**src/rtl/awsctrl_pkg.sv**
```systemverilog
// rtl/awsctrl_pkg.sv - shared types and helpers for the awsctrl_mc serial control transmitter
// Contents: state_t (FSM encoding), MAX_VEC/MAX_DW (helper limits), clog2(), ch_slice()
package awsctrl_pkg;

    typedef enum logic [1:0] {
        ST_IDLE  = 2'd0,
        ST_SHIFT = 2'd1,
        ST_HOLD  = 2'd2,
        ST_GAPW  = 2'd3
    } state_t;

    // ch_slice works on a fixed-width container so it needs no parameters of its own.
    localparam int MAX_VEC = 256;
    localparam int MAX_DW  = 32;

    // Minimum result of 1 so a single-channel build still gets a 1-bit index.
    function automatic int clog2(input int n);
        int r;
        r = 1;
        while ((1 << r) < n) r++;
        return r;
    endfunction

    // Channel idx of a packed vector of dw-bit channels, zero-extended to MAX_DW.
    function automatic logic [MAX_DW-1:0] ch_slice(input logic [MAX_VEC-1:0] vec,
                                                   input int idx, input int dw);
        logic [MAX_VEC-1:0] s;
        logic [MAX_DW:0]    m;
        s = vec >> (idx * dw);
        m = (33'd1 << dw) - 33'd1;
        return s[MAX_DW-1:0] & m[MAX_DW-1:0];
    endfunction

endpackage

```
**src/rtl/awsctrl_mc_if.sv**
```systemverilog
// rtl/awsctrl_mc_if.sv - serial link bundle between transmitter and chip-select slaves
// Signals: sclk (serial clock), sdo (serial data), cs_n[NCH] (active-low chip selects)
// Modports: master drives the link, slave observes it.
interface awsctrl_mc_if #(parameter int NCH = 3);
    logic           sclk;
    logic           sdo;
    logic [NCH-1:0] cs_n;

    modport master (output sclk, sdo, cs_n);
    modport slave  (input  sclk, sdo, cs_n);
endinterface

```
**src/rtl/awsctrl_tick.sv**
```systemverilog
// rtl/awsctrl_tick.sv - runtime-programmable tick divider
// Ports: w_clk, w_rstn (async active-low), div (period = div+1 clocks), tick (1-cycle strobe)
module awsctrl_tick #(
    parameter int DIVW = 10
) (
    input  logic            w_clk,
    input  logic            w_rstn,
    input  logic [DIVW-1:0] div,
    output logic            tick
);

    logic [DIVW-1:0] divcnt;

    // Compare with >= so a lowered div takes effect at once instead of wrapping the counter.
    assign tick = (divcnt >= div);

    always_ff @(posedge w_clk or negedge w_rstn) begin
        if (!w_rstn)   divcnt <= '0;
        else if (tick) divcnt <= '0;
        else           divcnt <= divcnt + DIVW'(1);
    end

endmodule

```
**src/rtl/awsctrl_mc.sv**
```systemverilog
// rtl/awsctrl_mc.sv - multi-channel serial control transmitter (round-robin or on-change)
// Ports: w_clk, w_rstn (async active-low), en, mode (0 round-robin / 1 changed-only),
//        div (tick period div+1), ctrl_val (NCH packed DW-bit channels),
//        spi (sclk/sdo/cs_n master link), busy, ch_idx (current/last channel), frame_done
module awsctrl_mc
    import awsctrl_pkg::*;
#(
    parameter  int NCH  = 3,
    parameter  int DW   = 8,
    parameter  int DIVW = 10,
    parameter  int GAP  = 2,
    localparam int CW   = clog2(NCH)
) (
    input  logic              w_clk,
    input  logic              w_rstn,
    input  logic              en,
    input  logic              mode,
    input  logic [DIVW-1:0]   div,
    input  logic [NCH*DW-1:0] ctrl_val,
    awsctrl_mc_if.master      spi,
    output logic              busy,
    output logic [CW-1:0]     ch_idx,
    output logic              frame_done
);

    localparam int BW = clog2(DW);
    localparam int GW = clog2(GAP + 1);

    logic tick;

    awsctrl_tick #(.DIVW(DIVW)) u_tick (
        .w_clk  (w_clk),
        .w_rstn (w_rstn),
        .div    (div),
        .tick   (tick)
    );

    state_t         state_q, state_d;
    logic [DW-1:0]  sh_q, sh_d;
    logic [DW-1:0]  sent_q [NCH];
    logic [DW-1:0]  sent_d [NCH];
    logic [NCH-1:0] vld_q, vld_d;
    logic [CW-1:0]  idx_q, idx_d;
    logic [NCH-1:0] cs_q, cs_d;
    logic           sdo_q, sdo_d, sclk_q, sclk_d, fd_q, fd_d;
    logic [BW-1:0]  bit_q, bit_d;
    logic [GW-1:0]  gap_q, gap_d;

    logic [DW-1:0]  slice [NCH];
    logic [NCH-1:0] pend;
    logic           cand_vld;
    logic [CW-1:0]  cand;

    // A channel is pending until its current value has gone out at least once.
    always_comb begin
        for (int i = 0; i < NCH; i++) begin
            slice[i] = DW'(ch_slice(MAX_VEC'(ctrl_val), i, DW));
            pend[i]  = !vld_q[i] || (slice[i] != sent_q[i]);
        end
    end

    // Round-robin scan starting after the last channel sent; in mode 0 the first step always wins.
    always_comb begin
        cand_vld = 1'b0;
        cand     = '0;
        for (int k = 1; k <= NCH; k++) begin
            if (!cand_vld && (!mode || pend[(int'(idx_q) + k) % NCH])) begin
                cand_vld = 1'b1;
                cand     = CW'((int'(idx_q) + k) % NCH);
            end
        end
    end

    always_comb begin
        state_d = state_q;
        sh_d    = sh_q;
        sent_d  = sent_q;
        vld_d   = vld_q;
        idx_d   = idx_q;
        cs_d    = cs_q;
        sdo_d   = sdo_q;
        sclk_d  = sclk_q;
        bit_d   = bit_q;
        gap_d   = gap_q;
        fd_d    = 1'b0;
        if (tick) begin
            case (state_q)
                ST_IDLE: begin
                    if (en && cand_vld) begin
                        sh_d         = slice[cand];
                        sent_d[cand] = slice[cand];
                        vld_d[cand]  = 1'b1;
                        idx_d        = cand;
                        cs_d         = '1;
                        cs_d[cand]   = 1'b0;
                        sdo_d        = slice[cand][DW-1];
                        bit_d        = BW'(DW - 1);
                        state_d      = ST_SHIFT;
                    end
                end
                ST_SHIFT: begin
                    sclk_d = !sclk_q;
                    // Data only moves on the falling edge, leaving it stable across the slave's rising sample.
                    if (sclk_q) begin
                        if (bit_q == '0) begin
                            state_d = ST_HOLD;
                        end else begin
                            bit_d = bit_q - BW'(1);
                            sdo_d = sh_q[bit_d];
                        end
                    end
                end
                ST_HOLD: begin
                    cs_d  = '1;
                    sdo_d = 1'b0;
                    fd_d  = 1'b1;
                    if (GAP == 0) begin
                        state_d = ST_IDLE;
                    end else begin
                        gap_d   = GW'(GAP - 1);
                        state_d = ST_GAPW;
                    end
                end
                ST_GAPW: begin
                    if (gap_q == '0) state_d = ST_IDLE;
                    else             gap_d   = gap_q - GW'(1);
                end
                default: state_d = ST_IDLE;
            endcase
        end
    end

    always_ff @(posedge w_clk or negedge w_rstn) begin
        if (!w_rstn) begin
            state_q <= ST_IDLE;
            sh_q    <= '0;
            for (int i = 0; i < NCH; i++) sent_q[i] <= '0;
            vld_q   <= '0;
            idx_q   <= CW'(NCH - 1);
            cs_q    <= '1;
            sdo_q   <= 1'b0;
            sclk_q  <= 1'b0;
            fd_q    <= 1'b0;
            bit_q   <= '0;
            gap_q   <= '0;
        end else begin
            state_q <= state_d;
            sh_q    <= sh_d;
            sent_q  <= sent_d;
            vld_q   <= vld_d;
            idx_q   <= idx_d;
            cs_q    <= cs_d;
            sdo_q   <= sdo_d;
            sclk_q  <= sclk_d;
            fd_q    <= fd_d;
            bit_q   <= bit_d;
            gap_q   <= gap_d;
        end
    end

    assign spi.sclk   = sclk_q;
    assign spi.sdo    = sdo_q;
    assign spi.cs_n   = cs_q;
    assign busy       = (state_q != ST_IDLE);
    assign ch_idx     = idx_q;
    assign frame_done = fd_q;

endmodule
```
**src/flat_wrapper.sv**
```systemverilog
// flat-port wrapper written by rule: the top's interface ports become plain ports
module awsctrl_mc_flat import awsctrl_pkg::*;
#(
    parameter  int NCH  = 3,
    parameter  int DW   = 8,
    parameter  int DIVW = 10,
    parameter  int GAP  = 2,
    localparam int CW   = clog2(NCH)
)
  (w_clk, w_rstn, en, mode, div, ctrl_val, busy, ch_idx, frame_done, spi_sclk, spi_sdo, spi_cs_n);
  awsctrl_mc_if #(.NCH(NCH)) spi_i ();
  input  logic w_clk;
  input  logic w_rstn;
  input  logic en;
  input  logic mode;
  input  logic [DIVW-1:0] div;
  input  logic [NCH*DW-1:0] ctrl_val;
  output logic busy;
  output logic [CW-1:0] ch_idx;
  output logic frame_done;
  output wire logic [$bits(spi_i.sclk)-1:0] spi_sclk;
  output wire logic [$bits(spi_i.sdo)-1:0] spi_sdo;
  output wire logic [$bits(spi_i.cs_n)-1:0] spi_cs_n;
  assign spi_sclk = spi_i.sclk;
  assign spi_sdo = spi_i.sdo;
  assign spi_cs_n = spi_i.cs_n;
  awsctrl_mc #(.NCH(NCH), .DW(DW), .DIVW(DIVW), .GAP(GAP)) u_core (.w_clk(w_clk), .w_rstn(w_rstn), .en(en), .mode(mode), .div(div), .ctrl_val(ctrl_val), .spi(spi_i), .busy(busy), .ch_idx(ch_idx), .frame_done(frame_done));
endmodule
```
**config.mk**
```make
export PLATFORM = sky130hd
export DESIGN_NAME = awsctrl_mc_flat
export DESIGN_NICKNAME = d
export VERILOG_FILES = /design/src/rtl/awsctrl_pkg.sv /design/src/rtl/awsctrl_mc_if.sv /design/src/rtl/awsctrl_tick.sv /design/src/rtl/awsctrl_mc.sv /design/src/flat_wrapper.sv
export SDC_FILE = /design/constraint.sdc
export NUM_CORES = 1
export LEC_CHECK = 0
export ABC_AREA = 1
export BUFFER_PORTS_ARGS = -buffer_cell sky130_fd_sc_hd__buf_4
export CAP_MARGIN = 15
export CELL_PAD_IN_SITES_DETAIL_PLACEMENT = 0
export CELL_PAD_IN_SITES_GLOBAL_PLACEMENT = 1
export CORE_ASPECT_RATIO = 0.75
export CORE_MARGIN = 4
export CORE_UTILIZATION = 46
export CTS_BUF_LIST = sky130_fd_sc_hd__clkbuf_16
export DETAILED_ROUTE_END_ITERATION = 6
export PLACE_DENSITY = 0.85
export REMOVE_ABC_BUFFERS = 1
export SYNTH_ARGS = -nofsm -noshare
export SYNTH_HDL_FRONTEND = slang
export SYNTH_HIERARCHICAL = 1
export SYNTH_SLANG_ARGS = --single-unit
```
**constraint.sdc**
```tcl
create_clock -name w_clk -period 3.2 [get_ports w_clk]
set_input_delay 0.32 -clock w_clk [delete_from_list [all_inputs] [get_ports w_clk]]
set_output_delay 0.32 -clock w_clk [all_outputs]
set_load 0.05 [all_outputs]
```
Word-level counts from Yosys, hierarchy flattened. Cells that the tools add are included.

Add/sub/neg operators: 6. Div/mod/pow operators: 3. Order comparisons: 9. Equal/unequal tests: 12. Multiplexer cells: 45. Bitwise operators: 3. Reductions and logical operators: 33.

Operators by type and width (count): < comparator 32 x 4 -> 1 bit, second input constant (3); remainder unit 32 x 3 -> 32 bit, second input constant (3); bitwise mux 24 bit (1); 2-to-1 mux 8 bit (3); != test 8 bit (3); binary-select mux 8 bit (select 2 bit) (1); demux 8 bit (select 2 bit) (1); 2-to-1 mux 1 bit (16); 2-to-1 mux 2 bit (8); AND reduction 5 bit (3); 2-to-1 mux 3 bit (4); case mux 3 bit (2 select lines) (2); adder 10 x 1 -> 10 bit, second input constant (1); greater-or-equal comparator 10 bit (1); 2-to-1 mux 10 bit (1); AND reduction 3 bit (3); != test 2 x 1 -> 1 bit, second input constant (4); case mux 2 bit (4 select lines) (1); nonzero test 2 bit (4); logical NOT 1 bit (7); adder 2 x 2 -> 3 bit, second input constant (2); binary-select mux 1 bit (select 2 bit) (3); logical OR 1 bit (6); logical AND 1 bit (5); 22 further kinds (25).

Register bits: 60. Word-level logic and storage cells: 125.

Longest topological paths before layout. Gate-level depths: netlist (run 1).

Word-level depth: 20. Gate-level depth with buffers: 19.

By module. The synthesis (run 1) kept the hierarchy.

Modules (own cells, without submodules): awsctrl_mc (times used 1, cells an instance 446, area an instance 3148.0 um^2, sequential area each 1256.2 um^2); awsctrl_tick (times used 1, cells an instance 102, area an instance 770.7 um^2, sequential area each 250.2 um^2).

Worst setup path after synthesis (run 1). No wires, ideal clock.

Path type: flip-flop to flip-flop. From: register u_core.idx_q[0] (netlist: u_core/ch_idx[0]). To: register u_core/sent_q[16] in the netlist's numbering. Setup time: 117 ps. Arrival: 2341 ps. Required time: 3083 ps. Slack: 743 ps. Cell stages (with the launch flop): 15. Period minus slack after synthesis: 2457 ps. Path through: dfrtp_1 > inv_1 > ha_1 > inv_1 > nor2_1 > a21oi_1 > nand2_1 > nor2_4 > nand3_1 > nand2_4 > nand2_2 > nor2_4 > inv_2 > nand2_1 > nand2_1.

Longest elaborated chain between the ends: 19. Elaborated cells between the ends (all ways): 40. Classes of those cells: add/sub: 3; div: 3; order compare: 2; mux: 21; bitwise: 1; reduce/logical: 10.

Ends and longest elaborated chain: from (decl) (line awsctrl_mc.sv:43) `logic [CW-1:0] idx_q, idx_d;`; from (signal assigned) (line awsctrl_mc.sv:139) `idx_q <= CW'(NCH - 1);`; from (signal assigned) (line awsctrl_mc.sv:151) `idx_q <= idx_d;`; adder 2 x 1 -> 3 bit (line awsctrl_mc.sv:67, awsctrl_mc.sv:69); remainder unit 32 x 3 -> 32 bit (line awsctrl_mc.sv:67, awsctrl_mc.sv:69); binary-select mux 1 bit (select 2 bit) (line awsctrl_mc.sv:67) `if (!cand_vld && (!mode || pend[(int'(idx_q) + k) % NCH])) begin`; 2-to-1 mux 1 bit (not written as such) (2 in series) (line awsctrl_mc.sv:67); logical OR 1 bit (line awsctrl_mc.sv:67); 2-to-1 mux 1 bit (line awsctrl_mc.sv:67); logical NOT 1 bit (line awsctrl_mc.sv:67); logical AND 1 bit (line awsctrl_mc.sv:67); (+2 left out); logical AND 1 bit (line awsctrl_mc.sv:67); 2-to-1 mux 2 bit (line awsctrl_mc.sv:67); NOT 2 -> 3 bit (not written as such) (line awsctrl_mc.sv:91) `sent_d[cand] = slice[cand];`; greater-or-equal comparator 3 bit (not written as such) or < comparator 3 x 1 -> 1 bit (tied branches) (line awsctrl_mc.sv:91); logical AND 1 bit (not written as such) (line awsctrl_mc.sv:91); 2-to-1 mux 8 bit (not written as such) (line awsctrl_mc.sv:91); demux 8 bit (select 2 bit) (line awsctrl_mc.sv:91); bitwise mux 24 bit (line awsctrl_mc.sv:91); to (signal assigned) (line awsctrl_mc.sv:149) `sent_q <= sent_d;`; to (decl) (line awsctrl_mc.sv:40) `logic [DW-1:0] sent_q [NCH];`.

Several ways; a longest one is shown, not always the timed one. The select of a mux whose other input is x is not followed. A chain may end at the register's enable or synchronous reset.

Final worst setup path (run 1).
From: register u_core.idx_q[0] (netlist: u_core/ch_idx[0]). To: register u_core/sent_q[1] in the netlist's numbering.

Same word-level chain as after synthesis.

==> flow_metrics.py, run 1 <==
metrics = {
    "setup_path": {
        "timing.rr.start": "u_core/ch_idx[0]",
        "timing.setup.critical_path_class": "flop to flop",
        "flop_to_flop_setup_slack_ps": 590,
        "reg2reg_depth": 13,
        "critical_path.reg2reg.endpoint": "u_core/sent_q[1]",
        "worst-endpoint-required_ps": 3410,
        "critical_path.endpoint_type": "flop",
        "critical_path_arrival_ps": 2820,
        "crit_path_max_fanout": 16,
        "critical_path.startpoint_type": "flop",
    },
    "finish": {
        "areaGrowthSynthToFinish_pct": 20.1,
        "proportion_of_layout_cells_with_a_drive_suffix_above_1_pct": 17.0,
        "final.fill_count": 756,
        "count_of_non_filler_cells_in_the_finished_layout": 712,
        "seqCellArea_um2": 1510,
        "antennaDiodeCount": 0,
        "layout.nets": 662,
        "multi_input_comb_area_um2": 1990,
    },
    "pwr": {
        "power.ir.vdd_worst_v": 0.000478,
        "pwr-share-comb_pct": 44.7,
        "switching_share_pct": 43.0,
        "intPower_mw": 2.40,
        "part_of_the_power_in_registers_pct": 29.6,
        "power_per_cell_area_nw_per_um2": 897,
        "power.switching_mw": 1.82,
        "power.share.clock_pct": 25.7,
        "power.static_leakage_nw": 2.66,
    },
    "sta": {
        "period_share_pct": 81.6,
        "drv_slew": 0,
        "rsz0062_at_grt": "false",
        "layout_setup_ws_ps": 589,
        "final.setup_skew_ps": 5.51,
        "relSlewSlack_pct": 48.6,
        "fin_hold_ws_ps": 84.2,
        "setup-violations-final": 0,
        "final_hold_violation_count": 0,
        "max_freq_ghz": 0.383,
        "tightest_slew_ps": 771,
        "final.setup.tns_ps": 0,
        "period_needed_ps": 2610,
    },
    "drt": {
        "routed_wirelength_mm": 9.27,
        "antenna_left": 0,
        "firstDrtPassIters": 6,
        "drc": 0,
        "post_drt_via_cell_ratio": 4.82,
        "route.vias.total": 3431,
        "avgRoutedWirePerCell_um": 13.0,
        "drt_first_iter_violations": 295,
    },
    "clock_network": {
        "clock_tree.buffer_depth": 2,
        "ctsResizeCount": 0,
        "cts-hold-fix-buffers": 0,
        "cts_max_level": 3,
        "post-cts-setup-buffers": 0,
        "cts_buffers": 9,
        "clk_latency_ps": 320,
        "cts-root-buf": "clkbuf_16",
        "clk_pin_slew_worst_paths_ps": 50,
        "tritoncts": "done",
        "cts.sinks": 60,
    },
    "synthesis": {
        "synth_area_leader_cell": "dfrtp_1",
        "synth.yosys.seq_area_share_pct": 38.4,
        "synth_area_per_cell_um2": 7.15,
        "post_synth_main_area_contributors": "dfrtp_1 36%, nand2_1 20%, inv_1 9.5%",
        "synthesized_flop_and_latch_total": 60,
        "cell_area_synth_um2": 3920,
        "yosys.cell_types.count": 35,
        "synth_top_cell_area_share_pct": 35.8,
        "synth_instances": 548,
        "synth-warning-count": 6,
    },
    "floorplan": {
        "die_area_um2": 10100,
        "initial_core_utilization_pct": 48.4,
        "rows": 28,
        "coreArea_um2": 8090,
        "io-pin-count": 47,
        "die_h_um": 87.9,
        "chipWidth_um": 115,
    },
    "placed_design": {
        "dp.cells": 696,
        "dp_worst_setup_slack_ps": 576,
        "gp_routability_congestion": 0.897,
        "place_hpwl_mm": 7.15,
        "io_buffers": 46,
    },
    "global_routing": {
        "number_of_antenna_violations_at_the_first_check_in_global_routing": 0,
        "grt.overflow.total": 0,
        "grt_pass1_wl_mm": 15.7,
        "grt_usage_pct": 19.9,
        "maximum_number_of_pins_on_one_net_before_global_route_repair": 61,
        "first_global_vias": 3203,
    },
    "run": {
        "max-cap-violations": 0,
    },
    "hold_path": {
        "hold_removal_path_class": "input pin to asynchronous set/reset pin",
    },
    "status": {
        "run_status": "complete, no violations",
    },
}
-- per-stage QoR --
stage	power [mW]	instance area, um^2	utilization [%]
finish	4.22	4710	58.2
floorplan	2.60	3880	-
CTS	4.25	4710	58.2
global placement	3.11	4370	54.1
detailed placement	3.13	4370	54.1
global route	4.55	4710	58.2
-- cell usage after synthesis, drive strengths merged --
master  number
nand2      210
inv        102
dfrtp       56
nor2        47
nand3       32
o21ai       29
ha          22
a21oi       11
xor2         9
nand4        7
buf          5
dfstp        4
xnor2        3
a31oi        2
o22ai        2
a21o         1
clkinv       1
nor3         1
o2111a       1
o211ai       1
o221ai       1
o31ai        1
-- placed cells by master (no fill, tap or decap), drive strengths merged, types with 4 or more instances in the layout --
cell	n
nand4	7
nand2	210
nand3	32
o21ai	29
xor2	9
dfstp	4
inv	104
ha	22
a21oi	11
nor2	47
clkbuf	9
buf	48
dfrtp	56
-- state kept, by name, indices dropped and copies added (netlist names), 2 cells and up --
signal / count
u_core/sent_q: 24
u_core/sh_q: 8
u_core/vld_q: 3
u_core/ch_idx: 2
u_core/gap_q: 2
u_core/u_tick/divcnt: 10
u_core/state_q: 2
u_core/spi.cs_n: 3
u_core/bit_q: 3
-- worst max-delay path by stage --
stage / cells past startpoint / from / end / slack, ps
after floorplan: 13 / u_core/ch_idx[0] / u_core/sent_q[10] / 470
after global placement: 18 / ctrl_val[21] / u_core/sent_q[3] / 610
after detailed placement: 13 / u_core/ch_idx[0] / u_core/sent_q[1] / 580
after CTS: 13 / u_core/ch_idx[0] / u_core/sent_q[1] / 560
after global routing: 13 / u_core/ch_idx[0] / u_core/sent_q[3] / 210
final: 13 / u_core/ch_idx[0] / u_core/sent_q[1] / 590
-- critical path: stages (launching register included) --
cell	delay, ps
dfrtp_1	390
inv_1	80
ha_1	350
inv_1	90
nor2_1	90
a21oi_1	70
nand2_1	160
nor2_4	60
nand2_1	100
nand4_2	390
nor2_4	400
inv_1	180
nand2_1	90
nand2_1	60
-- power by group through the flow --
stage          Combinational (mW)  Clock (mW)  Sequential, mW
2_1_floorplan                1.26           0            1.34
3_3_place_gp                 1.87           0            1.25
3_5_place_dp                 1.88           0            1.25
4_1_cts                      1.89        1.11            1.25
5_1_grt                      2.12        1.15            1.29
6_report                     1.89        1.08            1.25
-- layout make-up --
type                       count  share of cell area [%]
timing repair buffer          48                    7.66
clock inverter                 7                    2.29
inverter                     103                    8.21
tap                          105                    2.79
clock buffer                   9                    4.78
multi-input combinational    380                    42.3
sequential                    60                    32.0
-- per-layer routing --
metal | GRT usage [%] | vias up | part of all wire (%)
met5 | 0 | - | 0
met4 | 5.50 | 0 | 0.31
met3 | 3.94 | 2 | 4.8
met2 | 27.2 | 83 | 41
met1 | 31.5 | 1558 | 54
li1 | - | 1788 | -
-- cells by family (layout without fill, tap and decap cells) --
kind of cell	after synthesis	in the layout	share of synthesized area, %
AOI/OAI and AO/OA	49	49	7.22
buffers and inverters	108	167	10.8
xor gates and xnor gates	12	12	2.68
and+or+nand+nor	297	297	33.8
adders and majority gates	22	22	7.02
DFF	60	60	38.4
Note: power is estimated with default switching activity, not from simulation.
==> run 2: changes to the inputs <==
--- a/config.mk
+++ b/config.mk
@@ -5,17 +5,17 @@
 export SDC_FILE = /design/constraint.sdc
 export NUM_CORES = 1
 export LEC_CHECK = 0
-export ABC_AREA = 1
+export ABC_AREA = 0
 export BUFFER_PORTS_ARGS = -buffer_cell sky130_fd_sc_hd__buf_4
 export CAP_MARGIN = 15
 export CELL_PAD_IN_SITES_DETAIL_PLACEMENT = 0
 export CELL_PAD_IN_SITES_GLOBAL_PLACEMENT = 1
 export CORE_ASPECT_RATIO = 0.75
 export CORE_MARGIN = 4
-export CORE_UTILIZATION = 46
+export CORE_UTILIZATION = 42
 export CTS_BUF_LIST = sky130_fd_sc_hd__clkbuf_16
 export DETAILED_ROUTE_END_ITERATION = 6
-export PLACE_DENSITY = 0.85
+export PLACE_DENSITY = 0.75
 export REMOVE_ABC_BUFFERS = 1
 export SYNTH_ARGS = -nofsm -noshare
 export SYNTH_HDL_FRONTEND = slang
==> constraint.sdc (replaced) <==
create_clock -name w_clk -period 2.2 [get_ports w_clk]
set_input_delay 0.22 -clock w_clk [delete_from_list [all_inputs] [get_ports w_clk]]
set_output_delay 0.22 -clock w_clk [all_outputs]
set_load 0.05 [all_outputs]
==> flow_metrics.py, run 2 <==
metrics = {
    "finish": {
        "areaGrowthSynthToFinish_pct": 51.0,
        "count_of_non_filler_cells_in_the_finished_layout": 598,
        "reg_top3": "u_core/sent_q x24, u_core/u_tick/divcnt x10, u_core/sh_q x8",
        "antennaDiodeCount": 0,
        "final.fill_count": 629,
        "proportion_of_layout_cells_with_a_drive_suffix_above_1_pct": 52.7,
        "largest_register": "u_core/sent_q",
        "layout.nets": 545,
        "layout.cells.most_common_list": "124 x buf_4, 56 x dfrtp_1, 25 x inv_1",
        "largest_register_ffs": 24,
        "layout_commonest_cell": "buf_4",
        "layout.cell_area.non_filler_um2": 5780,
    },
    "synthesis": {
        "synth-warning-count": 6,
        "synth_area_per_cell_um2": 11.1,
        "post_synth_main_area_contributors": "dfrtp_1 37%, ha_1 7.2%, xnor2_1 6.2%",
        "edff_count_synth": 0,
        "synth_most_common_cell": "dfrtp_1",
        "synth_commonest_cells": "56 x dfrtp_1, 27 x xnor2_1, 25 x inv_1",
        "synthArstFlopShare_pct": 100,
        "synth_instances": 345,
        "synthesized_flop_and_latch_total": 60,
        "cell_area_synth_um2": 3830,
        "synth_area_leader_cell": "dfrtp_1",
        "yosys.cell_types.count": 64,
        "synth_top_cell_area_share_pct": 36.6,
        "synth.yosys.seq_area_share_pct": 39.3,
        "synth-main-ff-cell": "dfrtp_1",
    },
    "clock_network": {
        "clk_latency_ps": 330,
        "cts-root-buf": "clkbuf_16",
        "tritoncts": "done",
        "cts.sinks": 60,
        "cts_max_level": 3,
        "clk_pin_slew_worst_paths_ps": 50,
        "cts_buffers": 9,
        "clock_tree.buffer_depth": 2,
    },
    "placed_design": {
        "dp_worst_setup_slack_ps": -662,
        "io_buffers": 46,
        "dpl_cell_area_um2": 4950,
        "gp_routability_congestion": 0.849,
        "place_hpwl_mm": 7.29,
        "dp.cells": 573,
    },
    "sta": {
        "final.setup.tns_ps": -24160,
        "relSlewSlack_pct": 47.8,
        "period_share_pct": 128,
        "rsz0062_at_grt": "true",
        "max_freq_ghz": 0.356,
        "setup-violations-final": 46,
        "final_hold_violation_count": 0,
        "final.setup_skew_ps": 5.57,
        "layout_setup_ws_ps": -610,
        "tightest_slew_ps": 783,
        "drv_slew": 0,
        "period_needed_ps": 2810,
    },
    "drt": {
        "detailed_route_wire_length_on_metal_1_mm": 4.95,
        "maxUsedRoutingLayer": "met4",
        "post_drt_via_cell_ratio": 5.43,
        "drt_first_iter_violations": 176,
        "antenna_left": 0,
        "avgRoutedWirePerCell_um": 17.7,
        "drc": 0,
        "wl_met2_mm": 4.98,
        "firstDrtPassIters": 4,
        "route.vias.total": 3245,
        "metal3_wl_um": 540,
        "routed_wirelength_mm": 10.6,
    },
    "global_routing": {
        "grt_pass1_wl_mm": 16.9,
        "maximum_number_of_pins_on_one_net_before_global_route_repair": 61,
        "grt_usage_pct": 19.8,
        "first_global_vias": 3296,
        "number_of_antenna_violations_at_the_first_check_in_global_routing": 0,
        "grt.overflow.total": 0,
    },
    "floorplan": {
        "rows": 29,
        "initial_core_utilization_pct": 44.1,
        "io-pin-count": 47,
        "die_area_um2": 10700,
        "chipWidth_um": 118,
        "coreArea_um2": 8670,
        "die_h_um": 90.7,
    },
    "setup_path": {
        "critical_path.startpoint_type": "flop",
        "critical_path.reg2reg.endpoint": "u_core/sent_q[23]",
        "reg2reg_depth": 9,
        "flop_to_flop_setup_slack_ps": -610,
        "timing.rr.start": "u_core/sent_q[5]",
        "critical_path_arrival_ps": 3030,
        "worst-endpoint-required_ps": 2420,
        "timing.setup.critical_path_class": "flop to flop",
        "crit_path_max_fanout": 4,
        "critical_path.endpoint_type": "flop",
    },
    "status": {
        "run_status": "complete, but fails checks",
        "violations_in_the_final_reports": "negative setup slack",
    },
    "hold_path": {
        "min_path_cells": 2,
        "hold-path-endpoint": "u_core/sent_q[8]",
        "min_from": "ctrl_val[8]",
        "hold_removal_path_class": "input pin to flop",
    },
    "pwr": {
        "post-layout-total-power_mw": 7.66,
        "power_per_cell_area_nw_per_um2": 1330,
        "power.static_leakage_nw": 2.73,
        "power.ir.vdd_worst_v": 0.000520,
    },
    "run": {
        "max-cap-violations": 0,
    },
}
-- run 2: cell families after synthesis --
group                      share of synthesized area, %
and+or+nand+nor                                    14.3
xor gates and xnor gates                           7.78
adders and majority gates                          7.19
DFF                                                39.3
buffers and inverters                              4.54
AOI/OAI and AO/OA                                  13.6
muxes                                              13.2
-- run 2: per-stage QoR --
step / hold WS [ps] / util [%]
final: 148 / 66.7
after global routing: 142 / 66.7
after CTS: 139 / 65.1
after detailed placement: 350 / 57.0
after global placement: 344 / 57.0
after floorplan: -75.6 / -
-- run 2: how the worst max path moves through the flow --
stage / start / cells past startpoint / endpoint
floorplan: u_core/u_tick/divcnt[0] / 10 / u_core/sent_q[0]
global placement: u_core/sent_q[15] / 10 / u_core/sent_q[16]
detailed placement: u_core/sent_q[8] / 10 / u_core/sh_q[1]
CTS: u_core/sent_q[22] / 10 / u_core/sh_q[6]
global route: u_core/sent_q[5] / 11 / u_core/sent_q[5]
finish: u_core/sent_q[5] / 9 / u_core/sent_q[23]
-- run 2: where the power goes --
part / switching [mW] / leakage, nW / internal, mW
sequential: 0.251 / 0.783 / 1.47
combinational: 2.25 / 1.80 / 2.21
clock: 0.498 / 0.155 / 0.976
total: 3.00 / 2.73 / 4.66
-- run 2: worst max-delay path: stages, from the launching register on --
cell and delay [ps]:
dfrtp_1 380, xnor2_1 170, nand4_1 250, buf_6 220, o311ai_4 250, o2111ai_2 180, mux2_4 310, o21a_4 230
or3_4 400, mux2_4 300
-- run 2: layer usage --
layer / vias up / track usage, %
met3: 14 / 5.32
met1: 1590 / 27.5
met5: - / 0
met4: 0 / 4.49
met2: 87 / 31.0
li1: 1554 / -
-- run 2: repair_timing --
action                                  4_1_cts  5_1_grt
gates resized for setup                      65       18
pin swaps                                    28       14
hold buffers                                  1        0
hold endpoints to repair                     20        0
buffers inserted                              7        4
endpoints found under the setup margin       47       47
-- run 2: final cells by class --
type | instances | area, um^2 | area share [%]
Sequential cell | 60 | 1510 | 26.1
Inverter | 25 | 93.8 | 1.62
Multi-Input combinational cell | 249 | 2570 | 44.5
Timing Repair Buffer | 140 | 1160 | 20.1
Clock buffer | 9 | 225 | 3.90
Tap cell | 108 | 135 | 2.34
Clock inverter | 7 | 83.8 | 1.45
